$ cat config.mk
export PLATFORM = sky130hd
export DESIGN_NAME = mem_access_unit
export DESIGN_NICKNAME = d
export VERILOG_FILES = /design/src/rtl/mem_access_unit_pkg.sv /design/src/rtl/mem_lane_align.sv /design/src/rtl/mem_access_unit.sv
export SDC_FILE = /design/constraint.sdc
export NUM_CORES = 1
export LEC_CHECK = 0
export CORE_ASPECT_RATIO = 0.75
export CORE_MARGIN = 3
export CORE_UTILIZATION = 40
export CTS_BUF_LIST = sky130_fd_sc_hd__clkbuf_16
export DETAILED_ROUTE_END_ITERATION = 10
export MAX_ROUTING_LAYER = met4
export PLACE_DENSITY = 0.77
export SYNTH_ARGS = -nofsm -noshare
export SYNTH_HDL_FRONTEND = slang
export SYNTH_HIERARCHICAL = 1
export SYNTH_SLANG_ARGS = --single-unit
$ cat constraint.sdc
create_clock -name clk -period 3.5 [get_ports clk]
set_input_delay 0.525 -clock clk [delete_from_list [all_inputs] [get_ports clk]]
set_output_delay 0.525 -clock clk [all_outputs]
set_load 0.02 [all_outputs]
$ cat src/rtl/mem_access_unit_pkg.sv
// ----------------------------------------------------------------------------
// mem_access_unit_pkg
// Shared definitions for the multicycle-CPU memory port:
//   - access size encodings (SZ_WORD / SZ_HALF / SZ_BYTE; 2'b11 behaves as word)
//   - memory-port FSM state encoding
//   - default request timeout (used only when MEM_TIMEOUT_EN is defined)
//   - latched access control record and the alignment rule
// ----------------------------------------------------------------------------
package mem_access_unit_pkg;

    localparam logic [1:0] SZ_WORD = 2'b00;
    localparam logic [1:0] SZ_HALF = 2'b01;
    localparam logic [1:0] SZ_BYTE = 2'b10;

    localparam int DEF_TIMEOUT_CYCLES = 255;

    typedef enum logic [1:0] {
        ST_IDLE = 2'd0,
        ST_REQ  = 2'd1,
        ST_DONE = 2'd2
    } state_t;

    // Access control captured on start; size/we already normalised for fetches.
    typedef struct packed {
        logic       iord;
        logic       we;
        logic [1:0] size;
        logic       sext;
    } acc_ctl_t;

    // Half needs addr[0]=0, word (and the 2'b11 alias) needs addr[1:0]=00.
    function automatic logic lane_misaligned(input logic [1:0] size,
                                             input logic [1:0] addr_lo);
        case (size)
            SZ_BYTE: lane_misaligned = 1'b0;
            SZ_HALF: lane_misaligned = addr_lo[0];
            default: lane_misaligned = |addr_lo;
        endcase
    endfunction

endpackage

$ cat src/rtl/mem_lane_align.sv
// ----------------------------------------------------------------------------
// mem_lane_align
// Combinational little-endian byte-lane steering for a 32-bit memory bus.
// Ports:
//   size       in  2   access size (SZ_* encoding, 2'b11 = word)
//   addr_lo    in  2   byte offset within the word
//   sext       in  1   sign-extend sub-word loads
//   wdata      in  32  store data, low-aligned
//   rdata      in  32  bus read data
//   be         out 4   byte enables
//   wdata_lane out 32  store data replicated across lanes
//   rdata_ext  out 32  selected load lane, zero/sign extended
//   misaligned out 1   access violates the alignment rule
// ----------------------------------------------------------------------------
module mem_lane_align
    import mem_access_unit_pkg::*;
(
    input  logic [1:0]  size,
    input  logic [1:0]  addr_lo,
    input  logic        sext,
    input  logic [31:0] wdata,
    input  logic [31:0] rdata,
    output logic [3:0]  be,
    output logic [31:0] wdata_lane,
    output logic [31:0] rdata_ext,
    output logic        misaligned
);

    logic [7:0]  rd_byte;
    logic [15:0] rd_half;

    always_comb begin
        rd_byte    = rdata[{addr_lo, 3'b000} +: 8];
        rd_half    = rdata[{addr_lo[1], 4'b0000} +: 16];
        be         = 4'b1111;
        wdata_lane = wdata;
        rdata_ext  = rdata;
        misaligned = lane_misaligned(size, addr_lo);
        case (size)
            SZ_BYTE: begin
                be         = 4'b0001 << addr_lo;
                wdata_lane = {4{wdata[7:0]}};
                rdata_ext  = {{24{sext & rd_byte[7]}}, rd_byte};
            end
            SZ_HALF: begin
                be         = 4'b0011 << {addr_lo[1], 1'b0};
                wdata_lane = {2{wdata[15:0]}};
                rdata_ext  = {{16{sext & rd_half[15]}}, rd_half};
            end
            default: ;
        endcase
    end

endmodule

$ cat src/rtl/mem_access_unit.sv
// ----------------------------------------------------------------------------
// mem_access_unit
// Memory port of a multicycle CPU: runs IF / MEM accesses against a
// variable-latency memory, holds IR and MDR, steers byte lanes.
// Optional feature macro: MEM_TIMEOUT_EN (REQ timeout -> bus_err).
// Ports:
//   clk, rst (async, active low)
//   start/iord/we/size/sext/addr/wdata  access request from control
//   busy, done, align_err, bus_err      status to control
//   ir, mdr                             instruction / memory data registers
//   m_req/m_we/m_addr/m_be/m_wdata      bus request (registered, held in REQ)
//   m_rdata/m_ack                       bus response
// ----------------------------------------------------------------------------
module mem_access_unit
    import mem_access_unit_pkg::*;
#(
    parameter int ADDR_W         = 32,
    parameter int TIMEOUT_CYCLES = DEF_TIMEOUT_CYCLES
) (
    input  logic              clk,
    input  logic              rst,
    input  logic              start,
    input  logic              iord,
    input  logic              we,
    input  logic [1:0]        size,
    input  logic              sext,
    input  logic [ADDR_W-1:0] addr,
    input  logic [31:0]       wdata,
    output logic              busy,
    output logic              done,
    output logic              align_err,
    output logic              bus_err,
    output logic [31:0]       ir,
    output logic [31:0]       mdr,
    output logic              m_req,
    output logic              m_we,
    output logic [ADDR_W-1:0] m_addr,
    output logic [3:0]        m_be,
    output logic [31:0]       m_wdata,
    input  logic [31:0]       m_rdata,
    input  logic              m_ack
);

    state_t     state;
    acc_ctl_t   ctl;
    acc_ctl_t   in_ctl;
    logic [1:0] addr_lo;
    logic       tmo;

    logic [1:0]  la_size;
    logic [1:0]  la_addr_lo;
    logic        la_sext;
    logic [3:0]  la_be;
    logic [31:0] la_wdata;
    logic [31:0] la_rdata;
    logic        la_mis;

    // Fetches are always word reads regardless of size/we.
    always_comb begin
        in_ctl      = '0;
        in_ctl.iord = iord;
        in_ctl.we   = iord & we;
        in_ctl.size = iord ? size : SZ_WORD;
        in_ctl.sext = sext;
    end

    // One aligner serves both phases: in IDLE it evaluates the incoming
    // request (alignment, lanes to register), afterwards the latched access
    // (load extraction on m_ack).
    always_comb begin
        if (state == ST_IDLE) begin
            la_size    = in_ctl.size;
            la_addr_lo = addr[1:0];
            la_sext    = in_ctl.sext;
        end else begin
            la_size    = ctl.size;
            la_addr_lo = addr_lo;
            la_sext    = ctl.sext;
        end
    end

    mem_lane_align u_align (
        .size       (la_size),
        .addr_lo    (la_addr_lo),
        .sext       (la_sext),
        .wdata      (wdata),
        .rdata      (m_rdata),
        .be         (la_be),
        .wdata_lane (la_wdata),
        .rdata_ext  (la_rdata),
        .misaligned (la_mis)
    );

    assign busy = (state != ST_IDLE);

`ifdef MEM_TIMEOUT_EN
    localparam int CNT_W = ($clog2(TIMEOUT_CYCLES + 1) > 8) ? $clog2(TIMEOUT_CYCLES + 1) : 8;

    logic [CNT_W-1:0] tcnt;

    // tcnt counts REQ cycles already spent without ack; the current cycle
    // is the last allowed one when it reaches TIMEOUT_CYCLES-1.
    assign tmo = (tcnt == CNT_W'(TIMEOUT_CYCLES - 1));

    always_ff @(posedge clk or negedge rst) begin
        if (!rst) begin
            tcnt    <= '0;
            bus_err <= 1'b0;
        end else begin
            bus_err <= (state == ST_REQ) && !m_ack && tmo;
            if (state != ST_REQ)
                tcnt <= '0;
            else if (!m_ack)
                tcnt <= tcnt + 1'b1;
        end
    end
`else
    assign tmo     = 1'b0;
    assign bus_err = 1'b0;
`endif

    always_ff @(posedge clk or negedge rst) begin
        if (!rst) begin
            state     <= ST_IDLE;
            ctl       <= '0;
            addr_lo   <= '0;
            done      <= 1'b0;
            align_err <= 1'b0;
            ir        <= '0;
            mdr       <= '0;
            m_req     <= 1'b0;
            m_we      <= 1'b0;
            m_addr    <= '0;
            m_be      <= '0;
            m_wdata   <= '0;
        end else begin
            done      <= 1'b0;
            align_err <= 1'b0;
            case (state)
                ST_IDLE: begin
                    if (start) begin
                        ctl     <= in_ctl;
                        addr_lo <= addr[1:0];
                        if (la_mis) begin
                            state     <= ST_DONE;
                            done      <= 1'b1;
                            align_err <= 1'b1;
                        end else begin
                            state   <= ST_REQ;
                            m_req   <= 1'b1;
                            m_we    <= in_ctl.we;
                            m_addr  <= {addr[ADDR_W-1:2], 2'b00};
                            m_be    <= la_be;
                            m_wdata <= la_wdata;
                        end
                    end
                end
                ST_REQ: begin
                    // Ack has priority over a coincident timeout.
                    if (m_ack || tmo) begin
                        if (m_ack) begin
                            if (!ctl.iord)
                                ir <= m_rdata;
                            else if (!ctl.we)
                                mdr <= la_rdata;
                        end
                        state   <= ST_DONE;
                        done    <= 1'b1;
                        m_req   <= 1'b0;
                        m_we    <= 1'b0;
                        m_addr  <= '0;
                        m_be    <= '0;
                        m_wdata <= '0;
                    end
                end
                ST_DONE: state <= ST_IDLE;
                default: state <= ST_IDLE;
            endcase
        end
    end

endmodule
Word level (Yosys, flattened, before mapping) --
Index checks and enable logic that the tools add are counted.
Cells by class: muxes and demuxes 35, reductions and logical operators 9, shift operators 4, equal/unequal tests 6, bitwise gates (word level) 5
Operator list (number):
- one-hot mux 32 bit (2 select lines) | 4
- 2-to-1 mux 32 bit | 5
- variable part select 32 x 6 -> 16 bit | 1
- variable part select 32 x 6 -> 8 bit | 1
- one-hot mux 4 bit (2 select lines) | 2
- 2-to-1 mux 2 bit | 6
- 2-to-1 mux 4 bit | 3
- 2-to-1 mux 1 bit | 10
- one-hot mux 1 bit (2 select lines) | 4
- AND reduction 4 bit | 2
- != test 2 bit, second input constant | 3
- equality test 2 x 1 -> 1 bit, second input constant | 2
- one-hot mux 2 bit (2 select lines) | 1
- AND reduction 2 bit | 2
- nonzero test 2 bit | 2
- << shifter 1 x 2 -> 4 bit, first input constant | 1
- << shifter 2 x 2 -> 4 bit, first input constant | 1
- AND 1 bit | 3
- AND reduction 3 bit | 1
- equality test 2 bit, second input constant | 1
- zero test 2 bit | 1
- NOT 1 bit | 2
- OR reduction 2 bit | 1
Word-level totals: bits of input ports 105, bits in registers 145, word-level logic and storage cells 74, output and inout port bits 138

Logic depth before layout (Yosys ltp) --
depth in word-level cells 7, gate-level depth with buffers 17

Modules after synthesis --
The synthesis kept the hierarchy.
Modules (own cells, without submodules):
- mem_access_unit | instances 1, area each 5333.9 µm², cells an instance 348
- mem_lane_align | instances 1, area each 1131.1 µm², cells an instance 170

Worst setup path after synthesis --
No wires, ideal clock.
kind register -> register, from register state[1], to register m_be[0], clock period less this slack 3.540 ns, arrival time 3.419 ns, path slack -0.040 ns, stages on the path, launching flop included 17, required time 3.379 ns, path through dfrtp_1 buf_4 nor2_1 clkinv_1 o21ai_0 inv_1 ha_1 buf_2 or2_2 clkbuf_1 nand2_1 o21ai_0 nor4b_4 a31oi_1 buf_4 buf_4 a22o_1
Between the ends: elaborated cells on any way between the ends 19, classes of those cells 6 x eq/ne; 2 x shift; 7 x mux; 4 x reduce/logical
RTL lines:
- start: declaration | line mem_access_unit.sv:44 | state_t state;
- start signal: assignment | line mem_access_unit.sv:124 | state <= ST_IDLE;
- start signal: assignment | line mem_access_unit.sv:145 | state <= ST_DONE;
- start signal: assignment | line mem_access_unit.sv:149 | state <= ST_REQ;
- zero test 2 bit (*) | line mem_access_unit.sv:71 | if (state == ST_IDLE) begin
- 2-to-1 mux 2 bit (*) | line mem_access_unit.sv:71
- via la_size[0] | line mem_access_unit.sv:50 | logic [1:0] la_size;
- equality test 2 x 1 -> 1 bit / equality test 2 bit (equally long branches) | line mem_access_unit_pkg.sv:34 | case (size)
- one-hot mux 1 bit (2 select lines) (*) | line mem_access_unit_pkg.sv:34
- via la_mis | line mem_access_unit.sv:56 | logic la_mis;
- != test 2 bit (no source line) (*)
- AND reduction 4 bit (no source line) (*)
- end signal: assignment | line mem_access_unit.sv:153 | m_be <= la_be;
- end: declaration | line mem_access_unit.sv:38 | output logic [3:0] m_be,
Mark *: on every way through the listed nets, which the timed path passes. The rest lies on a longest branch. The select of a mux whose other input is x is not followed. A chain may end at the register's enable or synchronous reset.

Final worst setup path --
from register state[1], to register m_addr[24]
Between the ends: word-level cells in the longest chain between the ends 6, elaborated cells on any way between the ends 14, classes of those cells 6 x eq/ne; 4 x mux; 4 x reduce/logical
Ends and longest elaborated chain:
- zero test 2 bit (*) | line mem_access_unit.sv:71
- 2-to-1 mux 2 bit (*) | line mem_access_unit.sv:71
- via la_size[1] | line mem_access_unit.sv:50
- equality test 2 x 1 -> 1 bit / equality test 2 bit (equally long branches) | line mem_access_unit_pkg.sv:34
- one-hot mux 1 bit (2 select lines) (*) | line mem_access_unit_pkg.sv:34
- via la_mis | line mem_access_unit.sv:56
- != test 2 bit (no source line) (*)
- AND reduction 4 bit (no source line) (*)
- end signal: assignment | line mem_access_unit.sv:152 | m_addr <= {addr[ADDR_W-1:2], 2'b00};
- end: declaration | line mem_access_unit.sv:37 | output logic [ADDR_W-1:0] m_addr,
Mark *: on every way through the listed nets, which the timed path passes. The rest lies on a longest branch.

==> impl_metrics.toml <==
[clocking]
insertion_delay_ns = 0.42
htreeDepth = 4
cts_hold_buf = 0
post_cts_buffers = 0
cts_root_buf = "clkbuf_16"
numCtsBuffers = 17
cts_sinks = 143
cts_tree = "built"
clk_path_buf_depth = 2
cts.reportedPaths.clkPinSlew_ns = 0.06

[logic_synthesis]
synth_top_family_by_area = "compound AO/OA/AOI/OAI gates"
synth_xor_area_share_pct = 0
ys_warn_count = 6
syn_avg_cell_area_um2 = 12.5
syn-cell-area_mm2 = 0.00646
ys_ff_latch = 143
postSynthCellCount = 518
netlist.area_leader.share_pct = 55.4
synth_compound_area_share_pct = 19.7
muxShareOfSynthArea_pct = 13.8
synth.largest_area_cell = "dfrtp_1"
synth_cell_types = 37
ys_seq_area_share_pct = 55.4
yosys.area_share.simple_pct = 5.24
synthTopCellsByArea = "dfrtp_1, a22o_1, mux2_2"
synthAdderAreaFrac_pct = 0.387

[sta]
tns_ns = 0
maxSlewViolCount = 0
relSlewSlack_pct = 27.2
fin_crit_sh_pct = 93.8
clock_skew_ns = 0.00808
setup_viol = 0
tightest_slew_ns = 1.08
hold_viol = 0
fmax_mhz = 305
timing.hold.ws_ns = 0.253
finalCriticalPeriod_ns = 3.28
rsz0062_at_grt = "no"

[routing]
drt-total-wl_um = 19900
drt-vias-per-instance = 5.51
ant_nets = 0
drt_iter0_drc = 451
vias = 5290
drt_first_pass_iters = 5
drc_errors = 0
wl_per_cell_um = 20.7

[finish]
antennaDiodeCount = 0
num-nets-final = 850
fillCellCount = 1196
multiInputGateArea_mm2 = 0.00256
finalNonFillerCells = 960
layout-drive-gt1-share_pct = 16.6
regArea_mm2 = 0.00358
fin_area_mm2 = 0.00964
areaGrowthSynthToFinish_pct = 49.1
mostFrequentLayoutCells = "clkdlybuf4s50_1, dfrtp_1, a22o_1"
final_common_cell = "clkdlybuf4s50_1"

[min_path]
hold_class = "input pin to asynchronous set/reset pin"

[critical_path]
cp-startpoint = "state[1]"
path_class = "register to register"
cp_data_arrival_time_ns = 3.64
cp_cell_sequence = "nor2_1 -> clkinv_2 -> o21ai_0 -> ha_2 -> or2_2 -> nand2_1 -> o21ai_1 -> nor4b_4 -> buf_4 -> buf_12 -> a22o_1"
cpMaxStageDelayCell = "ha_2"
worst_r2r_startpoint = "state[1]"
ff2ff_path_depth = 11
critPathRequiredTime_ns = 3.86
start_kind = "register"
cp-end-kind = "register"
crit_fanout = 62
max_stage_delay_ns = 0.38

[placement]
placed_cell_area_mm2 = 0.00900
hpwlAfterDp_um = 14300
place_congestion = 0.874
dp.cells = 929
port_buffers = 239

[global_routing]
grt_pass1_wl_um = 31100
antenna_found_initial = 0
grt_start_max_net_pins = 114
grt_usage_pct = 23.0
grt_overflow = 0
first_global_vias = 5419

[floorplan]
die-area_mm2 = 0.0177
core_area_mm2 = 0.0155
fp.dieW_um = 153
row_count = 39
die_h_um = 116
io_pins = 243
start_util_pct = 41.7

[run]
max_cap_viol_count = 0

[power]
ir_worst_vdd_mv = 0.544
p_leak_nw = 4.28
powerDensity_mw_per_mm2 = 1020

[status]
status = "finished, final reports clean"
worst max-delay path: cells and delay by family (launching register included):
| family | cells | cell delay, ns |
|---|---|---|
| AO/OA/AOI/OAI | 3 | 0.75 |
| flip-flops | 1 | 0.37 |
| AND/OR/NAND/NOR | 4 | 0.99 |
| buffers and inverters | 3 | 0.69 |
| adder cells (fa/ha/maj) | 1 | 0.38 |
sequential cells by signal, summed over array words and instances, names as in the netlist:
signal / count
m_addr: 30
mdr: 32
done: 1
addr_lo: 2
m_be: 4
align_err: 1
m_req: 1
ctl: 5
m_we: 1
ir: 32
state: 2
m_wdata: 32
routing by layer:
| layer | vias to the layer above | global-route usage [%] | share of wire [%] |
|---|---|---|---|
| li1 | 2360 | - | - |
| met1 | 2639 | 31.3 | 44 |
| met2 | 260 | 34.2 | 46 |
| met3 | 31 | 4.52 | 7.1 |
| met4 | 0 | 9.20 | 2.1 |
| met5 | - | - | 0 |
area by class of cell:
type                            instances  share of cell area (%)
Clock buffer                           17                    4.41
Clock inverter                         14                    2.25
Inverter                                9                   0.363
Multi-Input combinational cell        314                    26.6
Sequential cell                       143                    37.1
Tap cell                              205                    2.66
Timing Repair Buffer                  258                    26.6
synth_stat cells, drive strengths merged:
cell type,count
a22o,82
nor2b,2
nor4b,2
mux4,1
buf,34
a22oi,9
a31oi,3
o21ai,29
nor3,2
nor3b,1
clkbuf,20
a21o,16
clkinv,1
inv,8
nand2,45
dfrtp,143
and3,2
conb,1
mux2i,8
a41o,1
nor2,11
a21oi,5
a221o,14
a32o,1
nand3b,1
ha,2
or2,2
a211o,1
mux2,70
or3b,1
what timing repair did:
| action | 4_1_cts | 5_1_grt |
|---|---|---|
| gates resized for setup | 0 | 1 |
| hold endpoints to repair | 0 | 0 |
| setup endpoints to repair | 0 | 62 |
where the power goes:
group	leakage (nW)	total (mW)	switching (mW)	internal, mW
logic	2.18	5.03	2.60	2.44
registers	1.81	2.80	0.421	2.38
clock network	0.291	1.98	0.720	1.26
stage by stage:
stage / power [mW] / setup WS (ns) / utilization (%)
finish: 9.82 / 0.218 / 62.1
global route: 10.3 / 0.0165 / 62.1
CTS: 9.87 / 0.0892 / 62.1
detailed placement: 7.84 / -0.157 / 58.0
global placement: 7.70 / 0.0513 / 58.0
floorplan: 5.63 / 0.0717 / -
worst paths after layout:
| check | slack (ns) | to |
|---|---|---|
| min | 0.25 | ir[27] |
| min reg2reg | 0.48 | ctl[1] |
| max in group asynchronous | 2.35 | m_be[0] |
| min in group clk | 0.48 | ctl[1] |
| max reg2reg | 0.22 | m_addr[24] |
| max | 0.22 | m_addr[24] |
cell families after synthesis:
logic type,Yosys count
AOI/OAI and AO/OA,161
DFF,143
muxes,79
and+or+nand+nor,69
buffers and inverters,63
adders and majority gates,2
other,1
(Power assumes the default switching activity.)
